==> config.mk <==
export PLATFORM = sky130hd
export DESIGN_NAME = reg_wb_arbiter_flat
export DESIGN_NICKNAME = d
export VERILOG_FILES = /design/src/rtl/reg_wb_arbiter_pkg.sv /design/src/rtl/reg_wb_arbiter_if.sv /design/src/rtl/reg_wb_arbiter_slot.sv /design/src/rtl/reg_wb_arbiter.sv /design/src/flat_wrapper.sv
export SDC_FILE = /design/constraint.sdc
export NUM_CORES = 1
export LEC_CHECK = 0
export ABC_AREA = 1
export CAP_MARGIN = 40
export CORE_AREA = 2 2 83 85
export CTS_CLUSTER_SIZE = 25
export DETAILED_ROUTE_END_ITERATION = 16
export DIE_AREA = 0 0 85 87
export PLACE_DENSITY = 0.79
export SYNTH_ARGS = -nofsm -noshare
export SYNTH_HDL_FRONTEND = slang
export SYNTH_HIERARCHICAL = 1
export SYNTH_SLANG_ARGS = --single-unit
==> constraint.sdc <==
create_clock -name CLK -period 2.6 [get_ports CLK]
set_clock_uncertainty 0.15 [all_clocks]
set_input_delay 0.39 -clock CLK [delete_from_list [all_inputs] [get_ports CLK]]
set_output_delay 0.39 -clock CLK [all_outputs]
set_load 0.01 [all_outputs]
==> src/rtl/reg_wb_arbiter_pkg.sv <==
`default_nettype none
// +----------------------------------------------------------------------+
// | reg_wb_pkg : shared sizes and requester IDs for the write-back path   |
// | Rev 1.0                                                               |
// +----------------------------------------------------------------------+
package reg_wb_pkg;

    localparam int WORD_SIZE = 16;
    localparam int ADDR_SIZE = 4;

    typedef enum logic {
        REQ_ALU = 1'b0,
        REQ_MEM = 1'b1
    } req_id_e;

endpackage
`default_nettype wire

==> src/rtl/reg_wb_arbiter_if.sv <==
`default_nettype none
// +----------------------------------------------------------------------+
// | reg_wb_arbiter_if : requester handshakes and register-file write port |
// | Rev 1.0                                                               |
// +----------------------------------------------------------------------+
interface reg_wb_arbiter_if;
    import reg_wb_pkg::*;

    logic                 REQ0_VALID;
    logic [ADDR_SIZE-1:0] REQ0_ADDR;
    logic [WORD_SIZE-1:0] REQ0_DATA;
    logic                 REQ0_READY;
    logic                 REQ1_VALID;
    logic [ADDR_SIZE-1:0] REQ1_ADDR;
    logic [WORD_SIZE-1:0] REQ1_DATA;
    logic                 REQ1_READY;
    logic                 W_ON;
    logic [ADDR_SIZE-1:0] WADDR;
    logic [WORD_SIZE-1:0] WDATA;
    logic                 GRANT_ID;

    // Arbiter side
    modport slave (
        input  REQ0_VALID, REQ0_ADDR, REQ0_DATA,
        input  REQ1_VALID, REQ1_ADDR, REQ1_DATA,
        output REQ0_READY, REQ1_READY,
        output W_ON, WADDR, WDATA, GRANT_ID
    );

    // Requesters plus register file
    modport master (
        output REQ0_VALID, REQ0_ADDR, REQ0_DATA,
        output REQ1_VALID, REQ1_ADDR, REQ1_DATA,
        input  REQ0_READY, REQ1_READY,
        input  W_ON, WADDR, WDATA, GRANT_ID
    );

endinterface
`default_nettype wire

==> src/rtl/reg_wb_arbiter_slot.sv <==
`default_nettype none
// +----------------------------------------------------------------------+
// | wb_slot : one-entry holding buffer with drain-and-refill ready logic  |
// | Rev 1.0                                                               |
// +----------------------------------------------------------------------+
module wb_slot
    import reg_wb_pkg::*;
(
    input  wire logic                 clk,
    input  wire logic                 rst,
    input  wire logic                 i_valid,
    input  wire logic [ADDR_SIZE-1:0] i_addr,
    input  wire logic [WORD_SIZE-1:0] i_data,
    input  wire logic                 i_drain,
    output logic                      o_ready,
    output logic                      o_load,
    output logic                      o_buf_v,
    output logic [ADDR_SIZE-1:0]      o_buf_addr,
    output logic [WORD_SIZE-1:0]      o_buf_data
);

    logic                 r_v;
    logic [ADDR_SIZE-1:0] r_addr;
    logic [WORD_SIZE-1:0] r_data;

    // A draining entry frees the slot, so a new one may land on the same edge.
    assign o_ready    = !rst && (!r_v || i_drain);
    assign o_load     = i_valid && o_ready;
    assign o_buf_v    = r_v;
    assign o_buf_addr = r_addr;
    assign o_buf_data = r_data;

    always_ff @(posedge clk) begin
        if (rst) begin
            r_v    <= 1'b0;
            r_addr <= '0;
            r_data <= '0;
        end else if (o_load) begin
            r_v    <= 1'b1;
            r_addr <= i_addr;
            r_data <= i_data;
        end else if (i_drain) begin
            r_v    <= 1'b0;
        end
    end

endmodule
`default_nettype wire

==> src/rtl/reg_wb_arbiter.sv <==
`default_nettype none
// +----------------------------------------------------------------------+
// | reg_wb_arbiter : oldest-first, round-robin-on-tie write-back arbiter  |
// | Rev 1.0                                                               |
// +----------------------------------------------------------------------+
module reg_wb_arbiter
    import reg_wb_pkg::*;
(
    input  wire logic       CLK,
    input  wire logic       RST,
    reg_wb_arbiter_if.slave bus
);

    logic [1:0]           w_req_valid;
    logic [ADDR_SIZE-1:0] w_req_addr [2];
    logic [WORD_SIZE-1:0] w_req_data [2];
    logic [1:0]           w_ready;
    logic [1:0]           w_load;
    logic [1:0]           w_buf_v;
    logic [ADDR_SIZE-1:0] w_buf_addr [2];
    logic [WORD_SIZE-1:0] w_buf_data [2];
    logic [1:0]           w_drain;
    logic [1:0]           w_next_v;
    logic                 w_grant_v;
    logic                 w_grant_id;
    logic                 w_last_next;
    logic                 w_older_next;

    logic                 r_w_on;
    logic [ADDR_SIZE-1:0] r_waddr;
    logic [WORD_SIZE-1:0] r_wdata;
    logic                 r_grant_id;
    logic                 r_last;
    logic                 r_older;

    assign w_req_valid   = {bus.REQ1_VALID, bus.REQ0_VALID};
    assign w_req_addr[0] = bus.REQ0_ADDR;
    assign w_req_addr[1] = bus.REQ1_ADDR;
    assign w_req_data[0] = bus.REQ0_DATA;
    assign w_req_data[1] = bus.REQ1_DATA;

    generate
        for (genvar i = 0; i < 2; i++) begin : g_slot
            wb_slot u_slot (
                .clk        (CLK),
                .rst        (RST),
                .i_valid    (w_req_valid[i]),
                .i_addr     (w_req_addr[i]),
                .i_data     (w_req_data[i]),
                .i_drain    (w_drain[i]),
                .o_ready    (w_ready[i]),
                .o_load     (w_load[i]),
                .o_buf_v    (w_buf_v[i]),
                .o_buf_addr (w_buf_addr[i]),
                .o_buf_data (w_buf_data[i])
            );
        end
    endgenerate

    assign w_grant_v  = |w_buf_v;
    assign w_grant_id = (&w_buf_v) ? r_older : w_buf_v[1];
    assign w_drain[0] = w_grant_v && (w_grant_id == REQ_ALU);
    assign w_drain[1] = w_grant_v && (w_grant_id == REQ_MEM);
    assign w_next_v   = w_load | (w_buf_v & ~w_drain);

    // The round-robin tie uses the grant made on this same edge, if any.
    assign w_last_next = w_grant_v ? w_grant_id : r_last;

    always_comb begin
        w_older_next = r_older;
        if (w_load[0] && w_load[1]) begin
            w_older_next = !w_last_next;
        end else if (w_load[0] && w_next_v[1]) begin
            w_older_next = 1'b1;
        end else if (w_load[1] && w_next_v[0]) begin
            w_older_next = 1'b0;
        end
    end

    always_ff @(posedge CLK) begin
        if (RST) begin
            r_w_on     <= 1'b0;
            r_waddr    <= '0;
            r_wdata    <= '0;
            r_grant_id <= REQ_ALU;
            r_last     <= REQ_MEM;
            r_older    <= 1'b0;
        end else begin
            r_older <= w_older_next;
            r_last  <= w_last_next;
            r_w_on  <= w_grant_v;
            if (w_grant_v) begin
                r_waddr    <= w_buf_addr[w_grant_id];
                r_wdata    <= w_buf_data[w_grant_id];
                r_grant_id <= w_grant_id;
            end
        end
    end

    assign bus.REQ0_READY = w_ready[0];
    assign bus.REQ1_READY = w_ready[1];
    assign bus.W_ON       = r_w_on;
    assign bus.WADDR      = r_waddr;
    assign bus.WDATA      = r_wdata;
    assign bus.GRANT_ID   = r_grant_id;

endmodule
`default_nettype wire
==> src/flat_wrapper.sv <==
// flat-port wrapper written by rule: the top's interface ports become plain ports
module reg_wb_arbiter_flat import reg_wb_pkg::*;
  (CLK, RST, bus_REQ0_VALID, bus_REQ0_ADDR, bus_REQ0_DATA, bus_REQ1_VALID, bus_REQ1_ADDR, bus_REQ1_DATA, bus_REQ0_READY, bus_REQ1_READY, bus_W_ON, bus_WADDR, bus_WDATA, bus_GRANT_ID);
  reg_wb_arbiter_if bus_i ();
  input  wire logic CLK;
  input  wire logic RST;
  input wire logic [$bits(bus_i.REQ0_VALID)-1:0] bus_REQ0_VALID;
  input wire logic [$bits(bus_i.REQ0_ADDR)-1:0] bus_REQ0_ADDR;
  input wire logic [$bits(bus_i.REQ0_DATA)-1:0] bus_REQ0_DATA;
  input wire logic [$bits(bus_i.REQ1_VALID)-1:0] bus_REQ1_VALID;
  input wire logic [$bits(bus_i.REQ1_ADDR)-1:0] bus_REQ1_ADDR;
  input wire logic [$bits(bus_i.REQ1_DATA)-1:0] bus_REQ1_DATA;
  output wire logic [$bits(bus_i.REQ0_READY)-1:0] bus_REQ0_READY;
  output wire logic [$bits(bus_i.REQ1_READY)-1:0] bus_REQ1_READY;
  output wire logic [$bits(bus_i.W_ON)-1:0] bus_W_ON;
  output wire logic [$bits(bus_i.WADDR)-1:0] bus_WADDR;
  output wire logic [$bits(bus_i.WDATA)-1:0] bus_WDATA;
  output wire logic [$bits(bus_i.GRANT_ID)-1:0] bus_GRANT_ID;
  assign bus_i.REQ0_VALID = bus_REQ0_VALID;
  assign bus_i.REQ0_ADDR = bus_REQ0_ADDR;
  assign bus_i.REQ0_DATA = bus_REQ0_DATA;
  assign bus_i.REQ1_VALID = bus_REQ1_VALID;
  assign bus_i.REQ1_ADDR = bus_REQ1_ADDR;
  assign bus_i.REQ1_DATA = bus_REQ1_DATA;
  assign bus_REQ0_READY = bus_i.REQ0_READY;
  assign bus_REQ1_READY = bus_i.REQ1_READY;
  assign bus_W_ON = bus_i.W_ON;
  assign bus_WADDR = bus_i.WADDR;
  assign bus_WDATA = bus_i.WDATA;
  assign bus_GRANT_ID = bus_i.GRANT_ID;
  reg_wb_arbiter u_core (.CLK(CLK), .RST(RST), .bus(bus_i));
endmodule
==> impl_metrics.xml <==
<?xml version="1.0" encoding="UTF-8"?>
<metrics>
  <group name="outcome">
    <metric name="run_status" unit="">finished clean</metric>
  </group>
  <group name="detailed_routing">
    <metric name="wl_per_cell" unit="um">12.4</metric>
    <metric name="finalWirelength" unit="um">7460</metric>
    <metric name="drt_iter0_markers" unit="">144</metric>
    <metric name="drt-vias-per-instance" unit="">4.89</metric>
    <metric name="detail_route.drc_violations" unit="">0</metric>
    <metric name="drtPass1Iterations" unit="">4</metric>
    <metric name="vias" unit="">2948</metric>
    <metric name="final_antenna_net_count" unit="">0</metric>
  </group>
  <group name="die">
    <metric name="dieWidth" unit="um">85</metric>
    <metric name="pin_count" unit="">68</metric>
    <metric name="floorplan.die_area" unit="mm2">0.00740</metric>
    <metric name="placement_row_count" unit="">30</metric>
    <metric name="chipHeight" unit="um">87</metric>
    <metric name="core" unit="mm2">0.00657</metric>
    <metric name="starting_density_of_the_core" unit="%">49.4</metric>
  </group>
  <group name="grt">
    <metric name="grt_pass1_vias" unit="">2911</metric>
    <metric name="antenna_found_initial" unit="">0</metric>
    <metric name="groute.usage.overall" unit="%">21.7</metric>
    <metric name="largest_net_degree_at_the_start_of_global_routing" unit="">30</metric>
    <metric name="grt_remaining_overflow" unit="">0</metric>
    <metric name="grt_first_pass_wirelength" unit="um">12900</metric>
  </group>
  <group name="critical_path">
    <metric name="r2r_end" unit="">u_core/r_older</metric>
    <metric name="timing.rr.start" unit="">u_core/g_slot[0].u_slot/o_buf_v</metric>
    <metric name="setup.worst_path.start_class" unit="">register</metric>
    <metric name="crit_path_end_kind" unit="">primary output</metric>
    <metric name="arrival" unit="ns">1.93</metric>
    <metric name="crit_path_max_fanout" unit="">6</metric>
    <metric name="worst-endpoint-required" unit="ns">2.06</metric>
    <metric name="r2r_slack" unit="ns">0.58</metric>
    <metric name="worstRegToRegCells" unit="">15</metric>
    <metric name="crit_path_kind" unit="">reg2out</metric>
    <metric name="timing_startpoint_of_the_critical_path" unit="">u_core/g_slot[0].u_slot/o_buf_v</metric>
  </group>
  <group name="yosys">
    <metric name="yosysSeqAreaShare" unit="%">40.7</metric>
    <metric name="synth_ff_type" unit="">sky130_fd_sc_hd__dfxtp_1</metric>
    <metric name="yosys.area_share.adder" unit="%">0</metric>
    <metric name="synthMostInstantiatedCell" unit="">sky130_fd_sc_hd__nand2_1</metric>
    <metric name="synth-simple-area-share" unit="%">43.5</metric>
    <metric name="synth_cell_type_count" unit="">16</metric>
    <metric name="yosys.area.top_type" unit="">sky130_fd_sc_hd__dfxtp_1</metric>
    <metric name="ys_seq_elements" unit="">66</metric>
    <metric name="share_of_the_synthesized_netlist_area_taken_by_xor_and_xnor_gates" unit="%">0</metric>
    <metric name="share_of_async_settable_or_async_resettable_flops_after_synthesis" unit="%">0</metric>
    <metric name="netlist_area" unit="mm2">0.00324</metric>
    <metric name="synth_fp_nets" unit="">505</metric>
    <metric name="synth_compound_gate_area_share" unit="%">0.309</metric>
    <metric name="synth.area.mux_share" unit="%">0</metric>
    <metric name="synthesis.yosys.warnings" unit="">6</metric>
    <metric name="synth-edff-count" unit="">0</metric>
    <metric name="synth_top_family_by_area" unit="">simple AND/OR/NAND/NOR gates</metric>
    <metric name="post_synth.cell_area_avg" unit="um2">7.04</metric>
    <metric name="synth_cells" unit="">461</metric>
    <metric name="synthTopCellsByArea" unit="">sky130_fd_sc_hd__dfxtp_1 (41%), sky130_fd_sc_hd__nand2_1 (13%), sky130_fd_sc_hd__inv_1 (7.9%), sky130_fd_sc_hd__nand2_2 (7.7%), sky130_fd_sc_hd__nand4_1 (7.7%)</metric>
    <metric name="synthTopCellsByCount" unit="">sky130_fd_sc_hd__nand2_1 (113), sky130_fd_sc_hd__inv_1 (68), sky130_fd_sc_hd__dfxtp_1 (66)</metric>
    <metric name="synth_largest_type_area_fraction" unit="%">40.7</metric>
  </group>
  <group name="min_path">
    <metric name="holdPathEnd" unit="">u_core/bus.WDATA[4]</metric>
    <metric name="hp-class" unit="">reg2reg</metric>
    <metric name="worstHoldPathCells" unit="">2</metric>
    <metric name="hold_path_startpoint" unit="">u_core/bus.WDATA[4]</metric>
  </group>
  <group name="power">
    <metric name="p_clk_share" unit="%">35.0</metric>
    <metric name="power_switching_share" unit="%">26.8</metric>
    <metric name="cell_internal_pwr" unit="W">0.00178</metric>
    <metric name="power_leakage" unit="nW">1.94</metric>
    <metric name="power.share.combinational" unit="%">18.3</metric>
    <metric name="ir_drop" unit="uV">332</metric>
    <metric name="design_power_total" unit="W">0.00244</metric>
    <metric name="power_density" unit="mW/mm2">598</metric>
    <metric name="sequentialPowerShare" unit="%">46.8</metric>
    <metric name="net-switching-power" unit="W">0.000652</metric>
  </group>
  <group name="clock_tree">
    <metric name="post-cts-setup-buffers" unit="">0</metric>
    <metric name="clock_tree_from_tritoncts" unit="">done</metric>
    <metric name="cts.sink_count" unit="">66</metric>
    <metric name="clockBufferDepth" unit="">2</metric>
    <metric name="cts_buffers" unit="">9</metric>
    <metric name="cts_resized" unit="">0</metric>
    <metric name="clock_tree.root_cell" unit="">sky130_fd_sc_hd__clkbuf_8</metric>
    <metric name="h-tree-depth" unit="">3</metric>
    <metric name="worst_skew_pair.late_latency" unit="ns">0.33</metric>
    <metric name="clk_pin_slew_worst_paths" unit="ns">0.07</metric>
    <metric name="holdBufCountCts" unit="">0</metric>
  </group>
  <group name="finish">
    <metric name="num_antenna_cells" unit="">0</metric>
    <metric name="num-nets-final" unit="">564</metric>
    <metric name="register_area" unit="mm2">0.00132</metric>
    <metric name="fin_util" unit="%">62.0</metric>
    <metric name="multi_input_logic_area" unit="mm2">0.00143</metric>
    <metric name="fraction_of_layout_instances_using_a_drive_strength_above_1" unit="%">14.7</metric>
    <metric name="fillerInstances" unit="">595</metric>
    <metric name="post-route-cell-area" unit="mm2">0.00408</metric>
    <metric name="area_overhead_of_the_layout_relative_to_synthesis" unit="%">25.6</metric>
  </group>
  <group name="placement">
    <metric name="placedInstanceArea" unit="mm2">0.00388</metric>
    <metric name="gp_congestion" unit="">0.813</metric>
    <metric name="total_of_buffers_placed_on_input_and_output_ports" unit="">67</metric>
    <metric name="dp.final_hpwl" unit="um">5140</metric>
  </group>
  <group name="timing">
    <metric name="timing.final.hold_violations" unit="">0</metric>
    <metric name="worstMarginPinSlew" unit="ns">0.540</metric>
    <metric name="layout_worst_path_cycle_share" unit="%">94.9</metric>
    <metric name="max_slew_violations" unit="">0</metric>
    <metric name="min_period" unit="ns">2.47</metric>
    <metric name="timing.max_slew.rel_slack" unit="%">64.0</metric>
    <metric name="grt_setup_unrepaired" unit="">no</metric>
    <metric name="max_freq" unit="MHz">405</metric>
    <metric name="final-setup-viol-count" unit="">0</metric>
    <metric name="totalNegativeSetupSlack" unit="ns">0</metric>
  </group>
  <group name="flow_run">
    <metric name="maxCapViolations" unit="">0</metric>
  </group>
</metrics>
metal layers:
layer	GRT usage [%]	vias to the layer above	routed length (um)
li1	-	1535	-
met1	27.3	1330	3290
met2	36.8	74	3700
met3	4.83	9	379
met4	7.50	0	87
met5	0	-	0
worst max path at each step:
stage                          end  slack, ns  depth (start not counted)
floorplan           u_core/r_older       0.77                         16
global placement    bus_REQ0_READY       0.52                          9
detailed placement  bus_REQ0_READY       0.45                          9
CTS                 bus_REQ0_READY       0.07                          9
global route        bus_REQ0_READY       0.03                          9
finish              bus_REQ0_READY       0.13                          9
flip-flops by register name, indices dropped and copies added (netlist names):
register                         cells
u_core/g_slot.u_slot/o_buf_data     32
u_core/bus.WDATA                    16
u_core/g_slot.u_slot/o_buf_addr      8
u_core/bus.WADDR                     4
u_core/g_slot.u_slot/o_buf_v         2
u_core/bus.GRANT_ID                  1
u_core/bus.W_ON                      1
u_core/r_last                        1
u_core/r_older                       1
placed cells by master, fill, tap and decap left out, drive strengths merged:
cell | Yosys | final
nor3 | 1 | 1
clkinv | 0 | 2
nand3b | 20 | 20
dfxtp | 66 | 66
buf | 27 | 13
nand4 | 40 | 40
nand2 | 153 | 153
bufinv | 0 | 1
clkbuf | 4 | 11
clkdlybuf4s50 | 0 | 66
nor2 | 50 | 50
inv | 74 | 74
nand3 | 24 | 24
a21oi | 2 | 2
cells by family after synthesis:
logic type / Yosys count
AO/OA/AOI/OAI: 2
buffers and inverters: 105
flip-flops: 66
AND/OR/NAND/NOR: 288
power by group through the flow:
stage                     clock network, W  registers (W)  logic, W
after detailed placement                 0        0.00116  0.000444
after global routing              0.000920        0.00115  0.000499
after CTS                         0.000868        0.00114  0.000448
final                             0.000851        0.00114  0.000445
after floorplan                          0        0.00116  0.000269
after global placement                   0        0.00116  0.000435
cell type report:
type                            count  area share (%)
Timing Repair Buffer               79            18.5
Multi-Input combinational cell    290            35.0
Inverter                           74            6.82
Clock buffer                       11            3.72
Sequential cell                    66            32.5
Tap cell                           80            2.46
Clock inverter                      3           0.982
metrics by stage:
| step | cells | hold WS (ns) | setup WS, ns |
|---|---|---|---|
| finish | 603 | 0.306 | 0.133 |
| global route | 603 | 0.334 | 0.0269 |
| CTS | 603 | 0.306 | 0.0667 |
| detailed placement | 589 | 0.291 | 0.450 |
| global placement | 589 | 0.286 | 0.517 |
| floorplan | 461 | 0.273 | 0.770 |
critical path, stage by stage, from the launching register on:
cell and delay (ns):
sky130_fd_sc_hd__dfxtp_2 0.39, sky130_fd_sc_hd__nand2_1 0.08, sky130_fd_sc_hd__nand2_1 0.08, sky130_fd_sc_hd__inv_1 0.08, sky130_fd_sc_hd__nor2_1 0.16, sky130_fd_sc_hd__inv_2 0.05, sky130_fd_sc_hd__nand2_2 0.06, sky130_fd_sc_hd__inv_1 0.05
sky130_fd_sc_hd__nor2_1 0.10, sky130_fd_sc_hd__clkdlybuf4s50_1 0.55
(Power assumes the default switching activity.)
